## config.mk

```make
export PLATFORM = sky130hd
export DESIGN_NAME = aes_inv_round_ctrl
export DESIGN_NICKNAME = d
export VERILOG_FILES = /design/src/rtl/aes_inv_round_ctrl.sv
export SDC_FILE = /design/constraint.sdc
export NUM_CORES = 1
export LEC_CHECK = 0
export CORE_AREA = 4 4 350 352
export DETAILED_ROUTE_END_ITERATION = 16
export DIE_AREA = 0 0 354 356
export PLACE_DENSITY_LB_ADDON = 0.12
export SLEW_MARGIN = 30
export SYNTH_ARGS = -nofsm -noshare
export SYNTH_HDL_FRONTEND = slang
export SYNTH_SLANG_ARGS = --single-unit
export TNS_END_PERCENT = 30
```

## constraint.sdc

```tcl
create_clock -name clk -period 16.3 [get_ports clk]
set_clock_uncertainty 0.05 [all_clocks]
set_input_delay 4.075 -clock clk [delete_from_list [all_inputs] [get_ports clk]]
set_output_delay 4.075 -clock clk [all_outputs]
set_load 0.01 [all_outputs]
```

## src/rtl/aes_inv_round_ctrl.sv

```systemverilog
// aes_inv_round_ctrl
// Sequencer for an iterative AES decryption datapath. Takes one block and
// its initial round key, applies the initial AddRoundKey and then feeds
// state and key back through an external combinational round NR times.
// The result is held until the consumer takes it.
// Optional feature macro: AES_INV_CTRL_ABORT_EN adds an `abort` input that
// drops an in-flight or finished block and clears all round state.

module aes_inv_round_ctrl #(
   parameter int NR   = 10,
   parameter int RC_W = 4,
   parameter int DW   = 128
) (
   input  logic            clk,
   input  logic            rst,
   input  logic            in_valid,
   output logic            in_ready,
   input  logic [DW-1:0]   data_in,
   input  logic [DW-1:0]   key_in,
   output logic [RC_W-1:0] rc_round,
   output logic            rnd_final,
   output logic [DW-1:0]   ko,
   output logic [DW-1:0]   rnd_state,
   input  logic [DW-1:0]   key_nxt,
   input  logic [DW-1:0]   rnd_nxt,
   output logic            out_valid,
   input  logic            out_ready,
`ifdef AES_INV_CTRL_ABORT_EN
   input  logic            abort,
`endif
   output logic [DW-1:0]   data_out
);

   typedef enum logic [1:0] {
      S_IDLE  = 2'd0,
      S_ROUND = 2'd1,
      S_DONE  = 2'd2
   } fsm_t;

   localparam logic [RC_W-1:0] CNT_ONE  = RC_W'(1);
   localparam logic [RC_W-1:0] CNT_LAST = RC_W'(NR);

   fsm_t            fsm_q, fsm_d;
   logic [RC_W-1:0] cnt_q, cnt_d;
   logic [DW-1:0]   st_q, st_d;
   logic [DW-1:0]   key_q, key_d;
   logic            in_ready_q, in_ready_d;
   logic            out_valid_q, out_valid_d;
   logic [RC_W-1:0] rc_round_q, rc_round_d;
   logic            rnd_final_q, rnd_final_d;
   logic [DW-1:0]   data_out_q, data_out_d;
   logic            abort_w;

`ifdef AES_INV_CTRL_ABORT_EN
   assign abort_w = abort;
`else
   assign abort_w = 1'b0;
`endif

   // Next-state logic for the sequencer plus the registered output values,
   // derived from the next state so outputs line up with the state they describe.
   always_comb begin
      fsm_d = fsm_q;
      cnt_d = cnt_q;
      st_d  = st_q;
      key_d = key_q;
      case (fsm_q)
         S_IDLE: begin
            if (in_valid && in_ready_q) begin
               st_d  = data_in ^ key_in;
               key_d = key_in;
               cnt_d = CNT_ONE;
               fsm_d = S_ROUND;
            end
         end
         S_ROUND: begin
            if (abort_w) begin
               fsm_d = S_IDLE;
               cnt_d = '0;
               st_d  = '0;
               key_d = '0;
            end else begin
               st_d  = rnd_nxt;
               key_d = key_nxt;
               if (cnt_q == CNT_LAST) begin
                  fsm_d = S_DONE;
               end else begin
                  cnt_d = cnt_q + CNT_ONE;
               end
            end
         end
         S_DONE: begin
            if (abort_w) begin
               fsm_d = S_IDLE;
               cnt_d = '0;
               st_d  = '0;
               key_d = '0;
            end else if (out_ready) begin
               // State register keeps the result until the next accept.
               fsm_d = S_IDLE;
               cnt_d = '0;
            end
         end
         default: begin
            fsm_d = S_IDLE;
            cnt_d = '0;
         end
      endcase

      in_ready_d  = (fsm_d == S_IDLE);
      out_valid_d = (fsm_d == S_DONE);
      rc_round_d  = (fsm_d == S_ROUND) ? cnt_d : '0;
      rnd_final_d = (fsm_d == S_ROUND) && (cnt_d == CNT_LAST);
      data_out_d  = (fsm_d == S_DONE) ? st_d : '0;
   end

   // Single register bank for FSM, counter, round state, key and outputs.
   always_ff @(posedge clk or posedge rst) begin
      if (rst) begin
         fsm_q       <= S_IDLE;
         cnt_q       <= '0;
         st_q        <= '0;
         key_q       <= '0;
         in_ready_q  <= 1'b1;
         out_valid_q <= 1'b0;
         rc_round_q  <= '0;
         rnd_final_q <= 1'b0;
         data_out_q  <= '0;
      end else begin
         fsm_q       <= fsm_d;
         cnt_q       <= cnt_d;
         st_q        <= st_d;
         key_q       <= key_d;
         in_ready_q  <= in_ready_d;
         out_valid_q <= out_valid_d;
         rc_round_q  <= rc_round_d;
         rnd_final_q <= rnd_final_d;
         data_out_q  <= data_out_d;
      end
   end

   assign in_ready  = in_ready_q;
   assign out_valid = out_valid_q;
   assign rc_round  = rc_round_q;
   assign rnd_final = rnd_final_q;
   assign data_out  = data_out_q;
   assign ko        = key_q;
   assign rnd_state = st_q;

endmodule

```

==> summary.md, run 1 <==
| Metric | Value |
|---|---|
| Outcome | `finished, final reports clean` |
| Residual DRC count | `0` |
| Fillers | `12780` |
| Initial Util | `0.1383` |
| Setup CP Type | `in -> reg` |
| Yosys reg bits | `397` |
| CTS Sinks | `397` |
| Syn-to-layout area delta | `76.12%` |
| Slowest CP cell | `buf_4` |
| Proportion of netlist area held by the largest area contributor | `0.6005` |
| Met3 global-route usage | `0.05441` |
| PD cells | `171.0 nW/um2` |
| Setup bufs post-CTS | `0` |
| Synth Instances | `1579` |
| Sequential fraction of the synthesis area | `0.6021` |
| Hold buffer count at cts | `0` |
| Setup crit end kind | `flop` |
| Worst path depth | `8` |
| Leakage | `12.34 nW` |
| Synth warnings | `0` |
| TritonRoute pass-1 iters | `8` |
| Gr ovfl total | `0` |
| Cell Area, Synth | `16500 um2` |
| Via density | `3.834` |
| CTS buffer count | `53` |
| Min Clock Period, post-route | `6371 ps` |
| Number of nets in the layout | `2965` |
| Hold_ws | `443.3 ps` |
| CP Data Required Time | `16770 ps` |
| Unrepaired setup endpoints after global routing | `false` |
| Area contributors post-synth | `dfrtp_1 (60%), nand2_1 (8.8%), xor2_1 (6.8%)` |
| Hold EP | `rnd_state[37]$_DFF_PP0_` |
| Most frequent cells in the layout | `clkdlybuf4s50_1 (906), dfrtp_1 (396), nand2_1 (386)` |
| Worst Path Buf+Inv | `4` |
| Fin Setup TNS | `0 ps` |
| Max VDD drop | `114.8 uV` |
| Yosys cell types | `35` |
| Setup crit start kind | `primary input` |
| Final period util | `0.3909` |
| R2R setup slack | `13230 ps` |
| Routed Antenna Nets | `0` |
| Resize count post-CTS | `0` |
| Syn avg cell area | `10.45 um2` |
| Worst min path class | `reg -> reg` |
| GRT busiest layer | `met2` |
| Clock Root Buffer | `clkbuf_16` |
| Slew Limit Fails | `0` |
| Clock Latency Late Sink | `630 ps` |
| Met2 usage in global routing | `0.2513` |
| Routed len/inst | `22.62 um` |
| Crit-path max cell delay | `540 ps` |
| Capture point of the worst reg-to-reg path | `data_out[86]$_DFF_PP0_` |
| M1 GR Usage | `0.1544` |
| Hold Crit Start | `rnd_state[37]$_DFF_PP0_` |
| Initial antenna violation count | `16` |
| CP Cell Sequence | `clkdlybuf4s50_1 > a21oi_1 > or2_4 > buf_4 > buf_16 > buf_4 > nand2_1 > a21oi_1` |
| Chip Width | `354 um` |
| Max-Cap Viols | `0` |
| Worst path arrival time | `6840 ps` |
| Cell taking the most area after synthesis | `dfrtp_1` |
| Final setup viols | `0` |
| CTS tree | `done` |
| Die Y | `356 um` |
| Share of layout cells above drive strength 1 | `0.04940` |
| Routed wire length | `92910 um` |
| Worst Hold Depth | `2` |
| Clock-pin transition on the worst setup and hold timing paths | `60 ps` |
| Die footprint | `126000 um2` |
| Port bufs | `906` |
| First-pass GRT wire length | `128300 um` |
| Top Family by Delay on Critical Path | `buffers and inverters` |
| Htree depth | `2` |
| Fmax | `157.0 MHz` |
| Reg2Reg Depth | `5` |
| Worst slew pin tran | `1008 ps` |
| Commonest non-fill, non-tap cell in the layout | `clkdlybuf4s50_1` |
| RR Startpoint | `fsm_q[0]$_DFF_PP0_` |
| Largest net degree at the start of global routing | `155` |
| Slew margin rel. | `0.3277` |
| Ports | `907` |
| Vias in the first global route | `16710` |
| GRT Total Usage | `0.1401` |
| Via count | `15750` |
| Synthesized Nets | `2097` |
| CTS Buffer Depth | `3` |
| Post-DP HPWL | `69950 um` |
| Fin. Hold Viols | `0` |
| GPL Wtd Cong | `0.8605` |
| Cell Rows | `127` |
| Core box area | `119300 um2` |
| Initial DRC count | `1151` |
| CP max FO | `44` |
sequential cells by signal, indices dropped and copies added (netlist names):
signal     cells
out_valid      1
fsm_q          2
rnd_state    128
rnd_final      1
rc_round       4
ko           128
cnt_q          4
in_ready       1
data_out     128
metal layers:
layer	routed length, um	vias up
li1	-	7217
met1	34950	7784
met2	47360	616
met3	8354	114
met4	2144	16
met5	103	-
worst max-delay path by stage:
| stage | startpoint | endpoint |
|---|---|---|
| after floorplan | rst | cnt_q[0]$_DFF_PP0_ |
| after global placement | in_valid | data_out[69]$_DFF_PP0_ |
| after detailed placement | in_valid | data_out[50]$_DFF_PP0_ |
| after CTS | in_valid | data_out[50]$_DFF_PP0_ |
| after global routing | rst | rnd_state[58]$_DFF_PP0_ |
| final | in_valid | data_out[61]$_DFF_PP0_ |
through the flow:
stage	instances	power (mW)	cell area [um2]	util	setup WS, ps
CTS	4101	5.100	29020	0.2432	9776
detailed placement	4003	3.812	27210	0.2280	9097
finish	4107	4.970	29060	0.2435	9929
global route	4105	5.294	29060	0.2435	9646
global placement	4003	3.807	27210	0.2280	9160
floorplan	1579	2.498	16500	-	1137
cell usage after synthesis:
library cell,number
buf_1,7
and4bb_1,1
o21a_1,1
o221a_2,1
buf_2,77
inv_1,70
o21ai_0,2
and2_1,1
or2_1,1
nand2b_1,2
ha_1,2
nor3b_1,1
clkbuf_2,2
a222oi_1,64
nor4b_2,1
nand3b_1,1
dfrtp_1,396
nor2_1,70
a211oi_2,1
a22oi_1,128
dfstp_2,1
nor2b_1,3
or3b_2,1
nand2_1,386
o2bb2ai_1,1
a31oi_1,65
buf_6,7
a311oi_2,1
nand3_1,2
nand4b_1,1
nand4_1,1
a21oi_1,133
buf_4,3
xor2_1,128
clkbuf_1,17
worst min-delay path: cells and delay by family, from the launching register on:
kind / cells / cell delay, ps
flops: 1 / 340
simple gates: 2 / 120
report_power, final:
group          switching, mW  total (mW)  internal (mW)
registers              0.211        1.55           1.34
logic                   1.20        2.19          0.993
clock network          0.486        1.23          0.742
area by class of cell:
class	count	area, um2	share of cell area
diodes	5	12.51	0.0004305
clock buffers	74	1558	0.05360
clock inverters	24	252.7	0.008696
inverters	70	270.3	0.009299
multi-input cells	999	5753	0.1980
flip-flops and latches	397	9936	0.3419
well taps	1612	2017	0.06940
repair buffers	926	9264	0.3188
kinds of logic (layout without fill, tap and decap cells):
logic type / count (synthesis) / count (layout) / synth area share
DFF: 397 / 397 / 0.6021
xor gates and xnor gates: 128 / 128 / 0.06794
adders and majority gates: 2 / 2 / 0.001516
other: 0 / 5 / 0
and+or+nand+nor: 472 / 472 / 0.1110
AOI/OAI and AO/OA: 397 / 397 / 0.1660
buffers and inverters: 183 / 1094 / 0.05148
Note: power is estimated with default switching activity, not from simulation.
==> inputs of run 2 (changes only) <==
==> constraint.sdc (replaced) <==
create_clock -name clk -period 5.6 [get_ports clk]
set_clock_uncertainty 0.05 [all_clocks]
set_input_delay 1.4 -clock clk [delete_from_list [all_inputs] [get_ports clk]]
set_output_delay 1.4 -clock clk [all_outputs]
set_load 0.01 [all_outputs]
==> summary.md, run 2 (same netlist as run 1, synthesis figures left out) <==
| Metric | Value |
|---|---|
| Slew margin rel. | `0.3811` |
| Final worst setup slack | `2271 ps` |
| Outcome | `finished, final reports clean` |
| Cell Rows | `127` |
| Crit path from | `rnd_state[116]$_DFF_PP0_` |
| Setup crit start kind | `flop` |
| Crit-path max cell delay | `880 ps` |
| Share of layout cells above drive strength 1 | `0.05578` |
| Die Y | `356 um` |
| Post-DP HPWL | `70590 um` |
| Initial Util | `0.1383` |
| Clock-pin transition on the worst setup and hold timing paths | `60 ps` |
| Cell Count, Final, Fillers Out | `4127` |
| Worst slew pin tran | `928.4 ps` |
| CTS buffer count | `53` |
| Initial antenna violation count | `15` |
| Final period util | `0.5944` |
| Setup crit end kind | `primary output` |
| Worst path arrival time | `1880 ps` |
| Fmax | `300.4 MHz` |
| Die footprint | `126000 um2` |
| Fillers | `12730` |
| CP Cell Sequence | `clkdlybuf4s50_1` |
| Commonest non-fill, non-tap cell in the layout | `clkdlybuf4s50_1` |
| Slew Limit Fails | `0` |
| Largest net degree at the start of global routing | `121` |
| Dpl ws | `1766 ps` |
| Setup CP Type | `reg -> out` |
| Setup bufs post-CTS | `0` |
| Hold Crit Start | `rnd_state[102]$_DFF_PP0_` |
| Clock Latency Late Sink | `620 ps` |
| GRT Total Usage | `0.1385` |
| Via density | `3.844` |
| Routed wire length | `91740 um` |
| Number of nets in the layout | `2985` |
| Fin Setup TNS | `0 ps` |
| GPL Wtd Cong | `0.8737` |
| Fin. Hold Viols | `0` |
| Leakage | `12.45 nW` |
| Top Family by Delay on Critical Path | `buffers and inverters` |
| Core box area | `119300 um2` |
| Syn-to-layout area delta | `77.44%` |
| Initial DRC count | `1056` |
| Most frequent cells in the layout | `clkdlybuf4s50_1 (906), dfrtp_1 (396), nand2_1 (386)` |
| Unrepaired setup endpoints after global routing | `false` |
| PD cells | `492.9 nW/um2` |
| CTS tree | `done` |
| Worst Path Buf+Inv | `1` |
| Slowest CP cell | `clkdlybuf4s50_1` |
| Residual DRC count | `0` |
| CTS Sinks | `397` |
| Max VDD drop | `237.3 uV` |
| Port bufs | `906` |
| CP max FO | `2` |
| Min Clock Period, post-route | `3329 ps` |
| Via count | `15870` |
| Gr ovfl total | `0` |
| Post-Place Cells | `4024` |
| Ports | `907` |
| CP Data Required Time | `4150 ps` |
| Max-Cap Viols | `0` |
| Clock Root Buffer | `clkbuf_16` |
| Chip Width | `354 um` |
| RR Startpoint | `fsm_q[1]$_DFF_PP0_` |
| Resize count post-CTS | `0` |
| CTS Buffer Depth | `3` |
| First-pass GRT wire length | `127300 um` |
| Htree depth | `2` |
| TritonRoute pass-1 iters | `10` |
| Worst min path class | `reg -> reg` |
| Hold buffer count at cts | `0` |
| Final setup viols | `0` |
| Routed len/inst | `22.23 um` |
| Routed Antenna Nets | `0` |
| R2R setup slack | `3160 ps` |
| Total power | `14.43 mW` |
| Vias in the first global route | `16830` |
-- run 2: cell types whose count changed in the layout (fill, tap and decap cells not counted) --
cell,delta
bufinv_16,-3
inv_8,-1
buf_4,+8
inv_6,+1
buf_16,-1
buf_12,+13
clkinv_2,-3
clkbuf_1,+3
clkinvlp_4,+3
-- run 2: path summary, 6_finish.rpt --
| check | cells past startpoint | to |
|---|---|---|
| min in group asynchronous | 2 | ko[109]$_DFFE_PP0P_ |
| worst min-delay path | 2 | rnd_state[102]$_DFF_PP0_ |
| worst min register to register | 2 | rnd_state[102]$_DFF_PP0_ |
| worst max-delay path | 1 | rnd_state[116] |
| max in group asynchronous | 4 | data_out[63]$_DFF_PP0_ |
| worst max register to register | 4 | data_out[55]$_DFF_PP0_ |
-- run 2: layout make-up --
| class | count | area [um2] | area share |
|---|---|---|---|
| Antenna cell | 5 | 12.51 | 0.0004273 |
| Clock buffer | 77 | 1569 | 0.05358 |
| Clock inverter | 21 | 171.4 | 0.005854 |
| Inverter | 70 | 266.5 | 0.009101 |
| Multi-Input combinational cell | 999 | 5753 | 0.1965 |
| Sequential cell | 397 | 9936 | 0.3393 |
| Tap cell | 1612 | 2017 | 0.06888 |
| Timing Repair Buffer | 946 | 9557 | 0.3264 |
-- run 2: metal layers --
| layer | track usage | wire length, um |
|---|---|---|
| met1 | 0.1535 | 34540 |
| met2 | 0.2455 | 46400 |
| met5 | 0 | 102 |
| met4 | 0.04207 | 2552 |
| met3 | 0.05272 | 8153 |
-- run 2: power by group --
group	leakage [nW]	switching (mW)	internal (mW)
logic	6.58	3.52	2.99
clock network	0.867	1.39	2.03
registers	5.00	0.611	3.89
-- run 2: through the flow --
| step | cell area (um2) | hold WS [ps] | utilization |
|---|---|---|---|
| after floorplan | 16510 | 449.1 | - |
| after global placement | 27530 | 428.0 | 0.2307 |
| after detailed placement | 27530 | 431.0 | 0.2307 |
| after CTS | 29270 | 445.5 | 0.2453 |
| after global routing | 29280 | 463.9 | 0.2453 |
| final | 29280 | 443.6 | 0.2454 |
==> inputs of run 3 (changes only) <==
==> constraint.sdc (replaced) <==
create_clock -name clk -period 3.25 [get_ports clk]
set_clock_uncertainty 0.05 [all_clocks]
set_input_delay 0.8125 -clock clk [delete_from_list [all_inputs] [get_ports clk]]
set_output_delay 0.8125 -clock clk [all_outputs]
set_load 0.01 [all_outputs]
==> summary.md, run 3 (same netlist as run 1, synthesis figures left out) <==
| Metric | Value |
|---|---|
| Gr ovfl total | `0` |
| Slew margin rel. | `0.4671` |
| Unrepaired setup endpoints after global routing | `false` |
| CTS Sinks | `397` |
| Routed len/inst | `22.16 um` |
| Routed wire length | `91600 um` |
| TritonRoute pass-1 iters | `8` |
| Fillers | `12800` |
| Initial antenna violation count | `9` |
| Setup crit start kind | `flop` |
| Max-Cap Viols | `0` |
| Slowest CP cell | `clkdlybuf4s50_1` |
| Most frequent cells in the layout | `clkdlybuf4s50_1 (906), dfrtp_1 (396), nand2_1 (386)` |
| GPL Wtd Cong | `0.8681` |
| Setup crit end kind | `primary output` |
| Via count | `15950` |
| Syn-to-layout area delta | `78.18%` |
| Fin. Hold Viols | `0` |
| Post-Place Cells | `4035` |
| CP max FO | `2` |
| CP Cell Sequence | `clkdlybuf4s50_1` |
| GRT Total Usage | `0.1380` |
| Chip Width | `354 um` |
| Setup CP Type | `reg -> out` |
| CTS Buffer Depth | `3` |
| Setup bufs post-CTS | `0` |
| R2R setup slack | `980 ps` |
| Vias in the first global route | `17070` |
| Initial DRC count | `1004` |
| Final setup viols | `0` |
| Slew Limit Fails | `0` |
| Commonest non-fill, non-tap cell in the layout | `clkdlybuf4s50_1` |
| Resize count post-CTS | `0` |
| Fmax | `372.8 MHz` |
| Number of nets in the layout | `2996` |
| Clock-pin transition on the worst setup and hold timing paths | `60 ps` |
| Ports | `907` |
| Initial Util | `0.1383` |
| Min Clock Period, post-route | `2682 ps` |
| Die Y | `356 um` |
| First-pass GRT wire length | `127400 um` |
| PD cells | `851.9 nW/um2` |
| Htree depth | `2` |
| CTS buffer count | `53` |
| CP Data Required Time | `2390 ps` |
| Clock Latency Late Sink | `620 ps` |
| Outcome | `finished, final reports clean` |
| Post-DP HPWL | `70460 um` |
| Worst path arrival time | `1820 ps` |
| Routed Antenna Nets | `0` |
| Worst min path class | `reg -> reg` |
| Port bufs | `906` |
| Cell Rows | `127` |
| Cell Count, Final, Fillers Out | `4133` |
| Crit-path max cell delay | `820 ps` |
| Hold buffer count at cts | `0` |
| Residual DRC count | `0` |
| Max VDD drop | `408.8 uV` |
| Final period util | `0.8253` |
| Worst slew pin tran | `797.6 ps` |
| Die footprint | `126000 um2` |
| Leakage | `12.52 nW` |
| Worst Path Buf+Inv | `1` |
| CTS tree | `done` |
| Via density | `3.858` |
| Share of layout cells above drive strength 1 | `0.05917` |
| Core box area | `119300 um2` |
| Total power | `25.05 mW` |
| Top Family by Delay on Critical Path | `buffers and inverters` |
| Largest net degree at the start of global routing | `118` |
| Clock Root Buffer | `clkbuf_16` |
## run 3: path summary, 6_finish.rpt
path | from | depth (start not counted) | endpoint
hold / removal | rnd_state[34]$_DFF_PP0_ | 2 | rnd_state[34]$_DFF_PP0_
setup reg to reg | cnt_q[0]$_DFF_PP0_ | 8 | data_out[55]$_DFF_PP0_
hold reg to reg | rnd_state[34]$_DFF_PP0_ | 2 | rnd_state[34]$_DFF_PP0_
max in group asynchronous | rst | 3 | ko[8]$_DFFE_PP0P_
setup / recovery | ko[65]$_DFFE_PP0P_ | 1 | ko[65]
min in group asynchronous | rst | 2 | ko[78]$_DFFE_PP0P_
## run 3: cell type report
cell class,count,area [um2],area share
Sequential cell,397,9936,0.3379
Timing Repair Buffer,957,9677,0.3291
Multi-Input combinational cell,999,5753,0.1957
Tap cell,1612,2017,0.06860
Clock buffer,76,1565,0.05323
Inverter,70,266.5,0.009064
Clock inverter,19,181.4,0.006170
Antenna cell,3,7.507,0.0002553
## run 3: tightest hold or removal path: stages (launching register included)
cell and delay [ps]:
dfrtp_1 330, nand2_1 60, nand2_1 60
## run 3: power by group
part	total [mW]	internal [mW]	switching, mW
Sequential	7.79	6.71	1.08
Clock	5.94	3.56	2.38
Combinational	11.3	5.22	6.09
Total	25.0	15.5	9.55
## run 3: metrics by stage
stage / util / setup slack (ps) / hold slack [ps] / TNS [ps] / area, um2
2_1_floorplan: - / -2955 / 449.1 / -1171860 / 16510
3_3_place_gp: 0.2317 / 437.5 / 430.8 / 0 / 27650
3_5_place_dp: 0.2317 / 417.4 / 430.4 / 0 / 27650
4_1_cts: 0.2463 / 347.7 / 445.2 / 0 / 29400
5_1_grt: 0.2464 / 391.0 / 457.6 / 0 / 29400
6_report: 0.2464 / 567.7 / 439.4 / 0 / 29400
## run 3: layer usage
| metal | wire [um] | vias to the layer above | share of wire | global-route usage |
|---|---|---|---|---|
| met5 | 54 | - | 0.00059 | 0 |
| met4 | 2339 | 8 | 0.026 | 0.03839 |
| met3 | 7754 | 108 | 0.085 | 0.04883 |
| met2 | 46630 | 639 | 0.51 | 0.2473 |
| met1 | 34820 | 7918 | 0.38 | 0.1546 |
| li1 | - | 7272 | - | - |
==> edit (flow settings as in run 2) <==
Build with the macro `AES_INV_CTRL_ABORT_EN` defined.
--- a/src/rtl/aes_inv_round_ctrl.sv
+++ b/src/rtl/aes_inv_round_ctrl.sv
@@ -5,6 +5,8 @@
 // The result is held until the consumer takes it.
 // Optional feature macro: AES_INV_CTRL_ABORT_EN adds an `abort` input that
 // drops an in-flight or finished block and clears all round state.
+
+`define AES_INV_CTRL_ABORT_EN
 
 module aes_inv_round_ctrl #(
    parameter int NR   = 10,
Ports: changed (added abort); port bits go from 907 to 908. The function was not compared with the original's and may differ.
==> edit against run 2 <==
Critical path depth unchanged; synthesized area up 7.6%; non-clock buffer count down 8; clock power up 3%; final area up 3.8%; total power down 6.6%; routed wire length up 6.9%; sequential cell count unchanged; sequential share of layout area down 1.2 points; hold slack worse by 0.017 ns; worst setup slack worse by 0.032 ns.
==> edit: results (changes against run 2) <==
Clocking
  – CTS H-tree lvls: 2 (unchanged)
  – Clk root buf: clkbuf_16 (unchanged)
  – Num CTS Buffers: 52 (was 53)
  – Post-CTS setup buffers: 0 (unchanged)
  – Worst-path clk slew: 0.06 ns (about the same)
  – # resized after CTS: 0 (unchanged)
  – Worst-Skew Late Latency: 0.61 ns
  – Clock tree buffer depth: 3 (unchanged)

Placed design
  – Post-detail-place hpwl: 75500 um (was 70600 um)
  – Port bufs: 907 (was 906)
  – Final Wtd Congestion: 0.942 (was 0.874)

Routing
  – WL/cell: 23.1 um (was 22.2 um)
  – Vias: 16500 (was 15900)
  – DR iter-0 viols: 949 (was 1056)
  – DRC: 0 (unchanged)
  – Router iterations before antenna repair: 5 (was 10)

Global routing
  – M1 GR Usage: 16.4% (was 15.3%)
  – First-pass GRT wire length: 136000 um (was 127000 um)
  – Overall global routing resource usage: 14.8% (was 13.8%)
  – Initial antenna violation count: 7 (was 15)
  – Grt met2 use: 27.3% (was 24.5%)
  – Number of global-route vias before repair: 17600 (was 16800)
  – Met3 Track Usage GR: 4.67% (was 5.27%)
  – Largest net degree at the start of global routing: 159 (was 121)

Yosys
  – Post-synth ARST share: 100% (unchanged)
  – Sequential-to-total area share from yosys stat: 56.0% (was 60.2%)
  – Synth unique cells: 34 (was 35)
  – Synth cell count leaders: 396 x dfrtp_1, 257 x nand2_1, 139 x o21ai_0 (was 396 x dfrtp_1, 386 x nand2_1, 133 x a21oi_1)
  – Top_reg_cell synth: dfrtp_1 (unchanged)
  – Net Count, Synth: 2268 (was 2097)
  – Synth top area cells: dfrtp_1 56%, xor2_1 6.3%, a22oi_1 5.5% (was dfrtp_1 60%, nand2_1 8.8%, xor2_1 6.8%)
  – Synthesis Warnings: 0 (unchanged)

Critical path
  – CP peak stage delay: 0.65 ns (was 0.88 ns)
  – Critical path peak fanout: 1 (was 2)
  – Critical path's slowest cell: clkdlybuf4s50_1 (unchanged)
  – CP delay by family, top: buffers and inverters (unchanged)

Layout
  – Final net count: 3118 (was 2985)
  – FILL cells: 12700 (about the same)
  – Share of cells above drive strength 1: 4.97% (was 5.58%)

Pwr
  – Worst VDD drop: 510 uV (was 237 uV)
  – P_leak: 12.3 nW (was 12.4 nW)
  – Switching part of the total: 38.1% (was 38.3%)

Min path
  – HP Class: reg2reg (unchanged)

Run status
  – Outcome: completed (unchanged)

Timing
  – Slew headroom: 37.6% (was 38.1%)
[edit: cell count changes in the layout (fill, tap and decap cells not counted), moves of 63 or more]
cell             run 2  this run
a21oi_1            133         3
a222oi_1            64         0
and2_1               1       128
nor2b_1              2       129
o21ai_1              0       121
inv_1               69         3
o21ai_0              2       139
a31oi_1             65       128
nand2_1            386       257
[edit: power groups by stage]
| stage | Sequential, mW | Clock (mW) | Combinational (mW) |
|---|---|---|---|
| 2_1_floorplan | 4.52 | 0 | 2.12 |
| 3_3_place_gp | 4.21 | 0 | 5.87 |
| 3_5_place_dp | 4.22 | 0 | 5.89 |
| 4_1_cts | 4.19 | 3.70 | 5.90 |
| 5_1_grt | 4.28 | 3.80 | 6.29 |
| 6_report | 4.17 | 3.53 | 5.78 |
[edit: per-layer routing]
layer | vias to the layer above | share of wire [%] | routed length (um)
met5 | - | 0.013 | 13
met4 | 2 | 2.4 | 2330
met3 | 102 | 7.9 | 7700
met2 | 615 | 52 | 51000
met1 | 8057 | 38 | 37000
li1 | 7699 | - | -
[edit: cell families (layout without fill, tap and decap cells)]
| group | Yosys count | in the layout | share of synthesized area (%) |
|---|---|---|---|
| xor gates and xnor gates | 128 | 128 | 6.32 |
| and+or+nand+nor | 540 | 540 | 15.4 |
| buffers and inverters | 146 | 1036 | 4.15 |
| AOI/OAI and AO/OA | 528 | 528 | 17.7 |
| DFF | 397 | 397 | 56.0 |
| other | 0 | 4 | 0 |
| adders and majority gates | 6 | 6 | 0.423 |
[edit: final cells by class]
class                   count  area share, %
diodes                      4         0.0329
well taps                1612           6.64
clock buffers              67           4.73
multi-input cells        1202           23.5
repair buffers            938           31.3
flip-flops and latches    397           32.7
clock inverters            27           1.12
inverters                   4         0.0618
[edit: worst paths after layout]
check / from / end / depth (start not counted) / slack [ns]
worst min register to register: ko[103] / ko[103] / 2 / 0.43
worst max-delay path: data_out[72] / data_out[72] / 1 / 2.24
worst max register to register: fsm_q[0] / ko[36] / 7 / 2.74
min in group asynchronous: rst / rnd_state[102] / 2 / 1.19
worst min-delay path: ko[103] / ko[103] / 2 / 0.43
max in group asynchronous: rst / data_out[48] / 4 / 3.14
[edit: through the flow]
step,util [%],instance area (um^2),setup TNS (ns),std cells,worst slack [ns]
finish,25.5,30400,0,4251,2.24
floorplan,-,17800,-472.42,1745,-1.19
global placement,23.9,28500,0,4151,1.69
global route,25.5,30400,0,4248,2.12
detailed placement,23.9,28500,0,4151,1.63
CTS,25.4,30300,0,4245,2.07
